`src/rtl/tt_dpll_pkg.sv`:
```
// Shared DPLL test-wrapper definitions: scan FSM state type and default chain length.
package tt_dpll_pkg;

  typedef enum logic [1:0] {
    IDLE    = 2'd0,
    SHIFT   = 2'd1,
    CAPTURE = 2'd2,
    DONE    = 2'd3
  } scan_state_t;

  localparam int TT_SCAN_CHAIN_LEN = 32;

endpackage

```
`src/rtl/tt_scan_ctrl_if.sv`:
```
// Request/response bus of the scan-chain master.
// master = requester (test wrapper), slave = tt_scan_ctrl.
interface tt_scan_ctrl_if
  import tt_dpll_pkg::*;
#(
  parameter int CHAIN_LEN = TT_SCAN_CHAIN_LEN,
  parameter int CAP_W     = 8
);
  logic                 i_start;
  logic [CHAIN_LEN-1:0] i_wdata;
  logic [CAP_W-1:0]     i_capture_cycles;
  logic [CHAIN_LEN-1:0] i_expect;
  logic [CHAIN_LEN-1:0] i_mask;
  logic                 o_busy;
  logic                 o_done;
  logic [CHAIN_LEN-1:0] o_rdata;
  logic                 o_mismatch;

  modport master (
    output i_start, i_wdata, i_capture_cycles, i_expect, i_mask,
    input  o_busy, o_done, o_rdata, o_mismatch
  );

  modport slave (
    input  i_start, i_wdata, i_capture_cycles, i_expect, i_mask,
    output o_busy, o_done, o_rdata, o_mismatch
  );
endinterface

```
`src/rtl/tt_scan_shreg.sv`:
```
// Paired transmit/receive shifters. tx shifts out LSB first; rx fills from the MSB,
// so after N shifts rx[0] holds the first bit received. Next-state values are exported
// so the controller can register its outputs from them in the same edge.
module tt_scan_shreg #(
  parameter int N = 32
) (
  input  logic         o_clk_gen,
  input  logic         i_rst_n,
  input  logic         load,
  input  logic         shift,
  input  logic [N-1:0] wdata,
  input  logic         ser_in,
  output logic         tx_lsb_nxt,
  output logic [N-1:0] rx_nxt
);
  logic [N-1:0] tx, rx, tx_nxt;

  // next-state of both shifters; load and shift are never asserted together
  always_comb begin
    tx_nxt = tx;
    rx_nxt = rx;
    if (load)       tx_nxt = wdata;
    else if (shift) tx_nxt = {1'b0, tx[N-1:1]};
    if (shift)      rx_nxt = {ser_in, rx[N-1:1]};
  end

  assign tx_lsb_nxt = tx_nxt[0];

  // shifter registers
  always_ff @(posedge o_clk_gen or negedge i_rst_n) begin
    if (!i_rst_n) begin
      tx <= '0;
      rx <= '0;
    end else begin
      tx <= tx_nxt;
      rx <= rx_nxt;
    end
  end
endmodule

```
`src/rtl/tt_scan_ctrl.sv`:
```
// Scan-chain master for the DPLL test chain: shifts a CHAIN_LEN-bit word in while
// unloading the old chain contents, then runs C functional capture cycles.
// Optional unload compare: define TT_SCAN_CTRL_COMPARE_EN.
// All outputs are registered from the FSM next state so they are glitch-free.
module tt_scan_ctrl
  import tt_dpll_pkg::*;
#(
  parameter int CHAIN_LEN = TT_SCAN_CHAIN_LEN,
  parameter int CAP_W     = 8
) (
  input  logic          o_clk_gen,
  input  logic          i_rst_n,
  tt_scan_ctrl_if.slave bus,
  input  logic          i_scan_out,
  output logic          o_scan_en,
  output logic          o_scan_in
);
  localparam int SW = $clog2(CHAIN_LEN + 1);

  scan_state_t          st, st_nxt;
  logic [SW-1:0]        sh_cnt;
  logic [CAP_W-1:0]     cap_cnt;
  logic                 load, shift, last_shift;
  logic                 tx_lsb_nxt;
  logic [CHAIN_LEN-1:0] rx_nxt;
  logic                 busy_q, done_q, mism_q;
  logic [CHAIN_LEN-1:0] rdata_q;

  assign last_shift = (sh_cnt == SW'(CHAIN_LEN - 1));

  // state register
  always_ff @(posedge o_clk_gen or negedge i_rst_n) begin
    if (!i_rst_n) st <= IDLE;
    else          st <= st_nxt;
  end

  // next state and datapath strobes; DONE accepts a new start for back-to-back ops
  always_comb begin
    st_nxt = st;
    load   = 1'b0;
    shift  = 1'b0;
    case (st)
      IDLE: if (bus.i_start) begin
        load   = 1'b1;
        st_nxt = SHIFT;
      end
      SHIFT: begin
        shift = 1'b1;
        if (last_shift) st_nxt = (cap_cnt != '0) ? CAPTURE : DONE;
      end
      CAPTURE: if (cap_cnt == CAP_W'(1)) st_nxt = DONE;
      DONE: begin
        if (bus.i_start) begin
          load   = 1'b1;
          st_nxt = SHIFT;
        end else begin
          st_nxt = IDLE;
        end
      end
      default: st_nxt = IDLE;
    endcase
  end

  // shift counter runs 0..CHAIN_LEN (no wrap); capture counter counts down to 1
  always_ff @(posedge o_clk_gen or negedge i_rst_n) begin
    if (!i_rst_n) begin
      sh_cnt  <= '0;
      cap_cnt <= '0;
    end else if (load) begin
      sh_cnt  <= '0;
      cap_cnt <= bus.i_capture_cycles;
    end else begin
      if (shift)          sh_cnt  <= sh_cnt + SW'(1);
      if (st == CAPTURE)  cap_cnt <= cap_cnt - CAP_W'(1);
    end
  end

  tt_scan_shreg #(.N(CHAIN_LEN)) u_shreg (
    .o_clk_gen  (o_clk_gen),
    .i_rst_n    (i_rst_n),
    .load       (load),
    .shift      (shift),
    .wdata      (bus.i_wdata),
    .ser_in     (i_scan_out),
    .tx_lsb_nxt (tx_lsb_nxt),
    .rx_nxt     (rx_nxt)
  );

  // registered outputs; rdata is captured on entry to DONE and held until the next DONE
  always_ff @(posedge o_clk_gen or negedge i_rst_n) begin
    if (!i_rst_n) begin
      o_scan_en <= 1'b0;
      o_scan_in <= 1'b0;
      busy_q    <= 1'b0;
      done_q    <= 1'b0;
      rdata_q   <= '0;
    end else begin
      o_scan_en <= (st_nxt == SHIFT);
      o_scan_in <= (st_nxt == SHIFT) & tx_lsb_nxt;
      busy_q    <= (st_nxt == SHIFT) || (st_nxt == CAPTURE);
      done_q    <= (st_nxt == DONE);
      if (st_nxt == DONE) rdata_q <= rx_nxt;
    end
  end

`ifdef TT_SCAN_CTRL_COMPARE_EN
  logic [CHAIN_LEN-1:0] exp_q, mask_q;

  // expect/mask latched at the accepting edge; mismatch only asserted with done
  always_ff @(posedge o_clk_gen or negedge i_rst_n) begin
    if (!i_rst_n) begin
      exp_q  <= '0;
      mask_q <= '0;
      mism_q <= 1'b0;
    end else begin
      if (load) begin
        exp_q  <= bus.i_expect;
        mask_q <= bus.i_mask;
      end
      mism_q <= (st_nxt == DONE) && (|((rx_nxt ^ exp_q) & mask_q));
    end
  end
`else
  assign mism_q = 1'b0;
`endif

  assign bus.o_busy     = busy_q;
  assign bus.o_done     = done_q;
  assign bus.o_rdata    = rdata_q;
  assign bus.o_mismatch = mism_q;
endmodule
```
`src/flat_wrapper.sv`:
```
// flat-port wrapper written by rule: the top's interface ports become plain ports
module tt_scan_ctrl_flat import tt_dpll_pkg::*;
#(
  parameter int CHAIN_LEN = TT_SCAN_CHAIN_LEN,
  parameter int CAP_W     = 8
)
  (o_clk_gen, i_rst_n, i_scan_out, o_scan_en, o_scan_in, bus_i_start, bus_i_wdata, bus_i_capture_cycles, bus_i_expect, bus_i_mask, bus_o_busy, bus_o_done, bus_o_rdata, bus_o_mismatch);
  tt_scan_ctrl_if #(.CHAIN_LEN(CHAIN_LEN), .CAP_W(CAP_W)) bus_i ();
  input  logic o_clk_gen;
  input  logic i_rst_n;
  input  logic i_scan_out;
  output logic o_scan_en;
  output logic o_scan_in;
  input wire logic [$bits(bus_i.i_start)-1:0] bus_i_start;
  input wire logic [$bits(bus_i.i_wdata)-1:0] bus_i_wdata;
  input wire logic [$bits(bus_i.i_capture_cycles)-1:0] bus_i_capture_cycles;
  input wire logic [$bits(bus_i.i_expect)-1:0] bus_i_expect;
  input wire logic [$bits(bus_i.i_mask)-1:0] bus_i_mask;
  output wire logic [$bits(bus_i.o_busy)-1:0] bus_o_busy;
  output wire logic [$bits(bus_i.o_done)-1:0] bus_o_done;
  output wire logic [$bits(bus_i.o_rdata)-1:0] bus_o_rdata;
  output wire logic [$bits(bus_i.o_mismatch)-1:0] bus_o_mismatch;
  assign bus_i.i_start = bus_i_start;
  assign bus_i.i_wdata = bus_i_wdata;
  assign bus_i.i_capture_cycles = bus_i_capture_cycles;
  assign bus_i.i_expect = bus_i_expect;
  assign bus_i.i_mask = bus_i_mask;
  assign bus_o_busy = bus_i.o_busy;
  assign bus_o_done = bus_i.o_done;
  assign bus_o_rdata = bus_i.o_rdata;
  assign bus_o_mismatch = bus_i.o_mismatch;
  tt_scan_ctrl #(.CHAIN_LEN(CHAIN_LEN), .CAP_W(CAP_W)) u_core (.o_clk_gen(o_clk_gen), .i_rst_n(i_rst_n), .bus(bus_i), .i_scan_out(i_scan_out), .o_scan_en(o_scan_en), .o_scan_in(o_scan_in));
endmodule
```
`config.mk`:
```
export PLATFORM = sky130hd
export DESIGN_NAME = tt_scan_ctrl_flat
export DESIGN_NICKNAME = d
export VERILOG_FILES = /design/src/rtl/tt_dpll_pkg.sv /design/src/rtl/tt_scan_ctrl_if.sv /design/src/rtl/tt_scan_shreg.sv /design/src/rtl/tt_scan_ctrl.sv /design/src/flat_wrapper.sv
export SDC_FILE = /design/constraint.sdc
export NUM_CORES = 1
export LEC_CHECK = 0
export ABC_AREA = 1
export ABC_CLOCK_PERIOD_IN_PS = 2300
export BUFFER_PORTS_ARGS = -buffer_cell sky130_fd_sc_hd__clkbuf_2
export CAP_MARGIN = 20
export CORE_ASPECT_RATIO = 1.1
export CORE_MARGIN = 3
export CORE_UTILIZATION = 49
export CTS_BUF_LIST = sky130_fd_sc_hd__clkbuf_2 sky130_fd_sc_hd__clkbuf_4 sky130_fd_sc_hd__clkbuf_8
export DETAILED_ROUTE_END_ITERATION = 10
export MAX_ROUTING_LAYER = met4
export PLACE_DENSITY = 0.78
export SLEW_MARGIN = 20
export SYNTH_ARGS = -nofsm -noshare
export SYNTH_HDL_FRONTEND = slang
export SYNTH_SLANG_ARGS = --single-unit
```
`constraint.sdc`:
```
create_clock -name o_clk_gen -period 2.3 [get_ports o_clk_gen]
set_clock_uncertainty 0.2 [all_clocks]
set_input_delay 0.115 -clock o_clk_gen [delete_from_list [all_inputs] [get_ports o_clk_gen]]
set_output_delay 0.115 -clock o_clk_gen [all_outputs]
set_load 0.02 [all_outputs]
```
==> impl_metrics.tcl <==
set metrics [dict create \
    drtAntennaViolNets 0 \
    cp.arrival_ps 2250 \
    diodes 0 \
    outcome "completed" \
    crit_path_end_kind "flip-flop" \
    synth.area.top_cells "dfrtp_1 57%, nand2_1 12%, nand3_1 9.3%, a31oi_1 3.7%, nor2_1 3.7%" \
    ys_seq_elements 116 \
    start_kind "flip-flop" \
    ys_seq_area_share_pct 57.1 \
    drive_gt1_share_pct 21.1 \
    cts_sinks 116 \
    htreeDepth 4 \
    portBuffers 79 \
    yosys_warnings 0 \
    grt_pass1_wl_um 19600 \
    cts-buffers-inserted 17 \
    reg2reg_slack_ps 150 \
    clock_latency_ps 410 \
    antenna_found_initial 0 \
    vias_per_cell 5.38 \
    combPwrFrac_pct 46.1 \
    p_sw_share_pct 42.6 \
    fin_crit_ps 2150 \
    io_pins 145 \
    areaGrowthSynthToFinish_pct 27.1 \
    path_clk_slew_ps 80 \
    p_leak_nw 3.24 \
    final_cell_area_um2 6460 \
    post-route-period-util_pct 93.7 \
    finalNonFillerCells 818 \
    required_ps 2400 \
    grt_max_degree 50 \
    wl_um 11700 \
    synth_area_per_cell_um2 9.01 \
    nFillCells 790 \
    yosysUniqueCellTypes 30 \
    rsz0062_at_grt "yes" \
    rows 38 \
    cts_tree "done" \
    cap_viol_max_count 0 \
    final_nets 804 \
    hold_viol_final 0 \
    fmax_ghz 0.464 \
    initial_core_util_pct 50.9 \
    yosysTopAreaCell "dfrtp_1" \
    dieHeight_um 113 \
    root_buffer "clkbuf_8" \
    via_count 4402 \
    dr.pass1.iters 7 \
    max_slew.worst_pin.slew_ps 638 \
    switchingPower_w 0.00421 \
    relSlewSlack_pct 57.4 \
    dieArea_um2 11600 \
    drtIter0Drc 200 \
    drc 0 \
    power_frac_clock_pct 18.9 \
    grt_pass1_vias 4283 \
    placed_area_um2 5610 \
    synth_nets 683 \
    peakVddDrop_uv 747 \
    hold_class "input port to flip-flop" \
    pwr_density_cell_nw_per_um2 1530 \
    globalplace.congestion 0.825 \
    yosysTopAreaCellShare_pct 57.1 \
    die_w_um 103 \
    grt-ovfl-total 0 \
    clock_path_buffers 2 \
    dpl.cell_count 744 \
    syn_inst 564 \
    worstPathMaxFanout 21 \
    slew_violations 0 \
    final_cell_mix "163 x nand2_1, 116 x dfrtp_1, 94 x nand3_1" \
    wl_per_cell_um 14.3 \
    setup_viol 0 \
    grtUsageTotal_pct 21.6 \
    crit_type "flip-flop to flip-flop" \
    syn_area_um2 5080 \
    final_common_cell "nand2_1" \
    dp_hpwl_um 7330 \
    p_int_w 0.00566 \
    seqPwrFrac_pct 35.1 \
    core_um2 9980 \
]
## flip-flops by register name, indices dropped and copies added (netlist names)
signal / count
u_core.u_shreg.tx: 32
u_core.sh_cnt: 6
u_core.bus.o_rdata: 32
u_core.u_shreg.rx: 32
u_core.bus.o_done: 1
u_core.o_scan_en: 1
u_core.o_scan_in: 1
u_core.st: 2
u_core.bus.o_busy: 1
u_core.cap_cnt: 8
## synth_stat cells
cell	instances
a21oi_1	9
a21oi_2	1
a22oi_1	1
a31oi_1	30
and2_1	1
buf_2	18
buf_4	5
buf_6	7
clkbuf_1	6
conb_1	1
dfrtp_1	116
ha_1	11
inv_1	20
inv_2	2
mux2_2	2
nand2_1	163
nand2_2	1
nand3_1	94
nand4_1	1
nor2_1	50
nor2_2	2
nor3_1	2
o211ai_1	3
o21ai_0	7
o21ai_1	4
o21ai_2	2
o21bai_1	1
o311ai_0	2
o311ai_2	1
xnor2_1	1
## what timing repair did
action | CTS | global route
setup endpoints to repair | 0 | 32
hold endpoints to repair | 141 | 0
gates resized for setup | 0 | 8
setup buffers | 0 | 0
hold buffers | 42 | 0
## metal layers
| metal | GRT usage (%) | share of wire, % | up-vias |
|---|---|---|---|
| met3 | 5.55 | 4.9 | 34 |
| met1 | 27.0 | 42 | 2112 |
| met2 | 34.0 | 51 | 148 |
| met4 | 7.94 | 2.3 | 0 |
| met5 | - | 0 | - |
| li1 | - | - | 2108 |
## power groups by stage
stage                     logic (W)  registers [W]  clock network [W]
final                       0.00455        0.00346            0.00186
after CTS                   0.00447        0.00343            0.00191
after global routing        0.00511        0.00355            0.00201
after global placement      0.00420        0.00343                  0
after detailed placement    0.00440        0.00346                  0
after floorplan             0.00287        0.00375                  0
## path summary, 6_finish.rpt
check	cells past startpoint	from	endpoint
worst max-delay path	10	u_core.st[0]	u_core.bus.o_rdata[20]
worst min-delay path	4	bus_i_start	u_core.cap_cnt[2]
worst max register to register	10	u_core.st[0]	u_core.bus.o_rdata[20]
worst min register to register	2	u_core.u_shreg.rx[0]	u_core.u_shreg.rx[0]
max in group asynchronous	3	i_rst_n	u_core.u_shreg.tx[14]
min in group asynchronous	2	i_rst_n	u_core.u_shreg.rx[6]
## cells by family (layout without fill, tap and decap cells)
group / Yosys count / in the layout / share of synthesized area, %
other: 1 / 1 / 0.0738
xor gates and xnor gates: 1 / 1 / 0.172
adders and majority gates: 11 / 11 / 2.71
AOI/OAI and AO/OA: 61 / 61 / 7.58
buffers and inverters: 58 / 192 / 6.13
DFF: 116 / 116 / 57.1
and+or+nand+nor: 314 / 314 / 25.8
muxes: 2 / 2 / 0.443
## cell type report
class / count / area [um^2] / share of cell area [%]
Inverter: 22 / 82.6 / 1.28
Sequential cell: 116 / 2900 / 44.9
Timing Repair Buffer: 138 / 1020 / 15.8
Clock inverter: 14 / 153 / 2.36
Clock buffer: 18 / 248 / 3.83
Multi-Input combinational cell: 390 / 1910 / 29.5
Tap cell: 120 / 150 / 2.32
## critical path, cell delays in order, from the launching register on
cell,delay [ps]
dfrtp_1,410
inv_1,110
ha_1,250
inv_1,130
nand2_1,80
o21bai_1,210
inv_2,100
ha_4,210
buf_12,160
nor2_1,130
a31oi_1,60
## stage by stage
stage / utilization, % / hold slack [ps] / TNS, ps / setup WS, ps / total power [W]
floorplan: - / -381 / 0 / 29.8 / 0.00661
global placement: 56.2 / -19.2 / 0 / 125 / 0.00763
detailed placement: 56.2 / -16.6 / 0 / 57.8 / 0.00786
CTS: 64.4 / 27.8 / 0 / 54.3 / 0.00981
global route: 64.7 / 77.3 / -95.6 / -37.9 / 0.0107
finish: 64.7 / 59.8 / 0 / 146 / 0.00987
(Power assumes the default switching activity.)
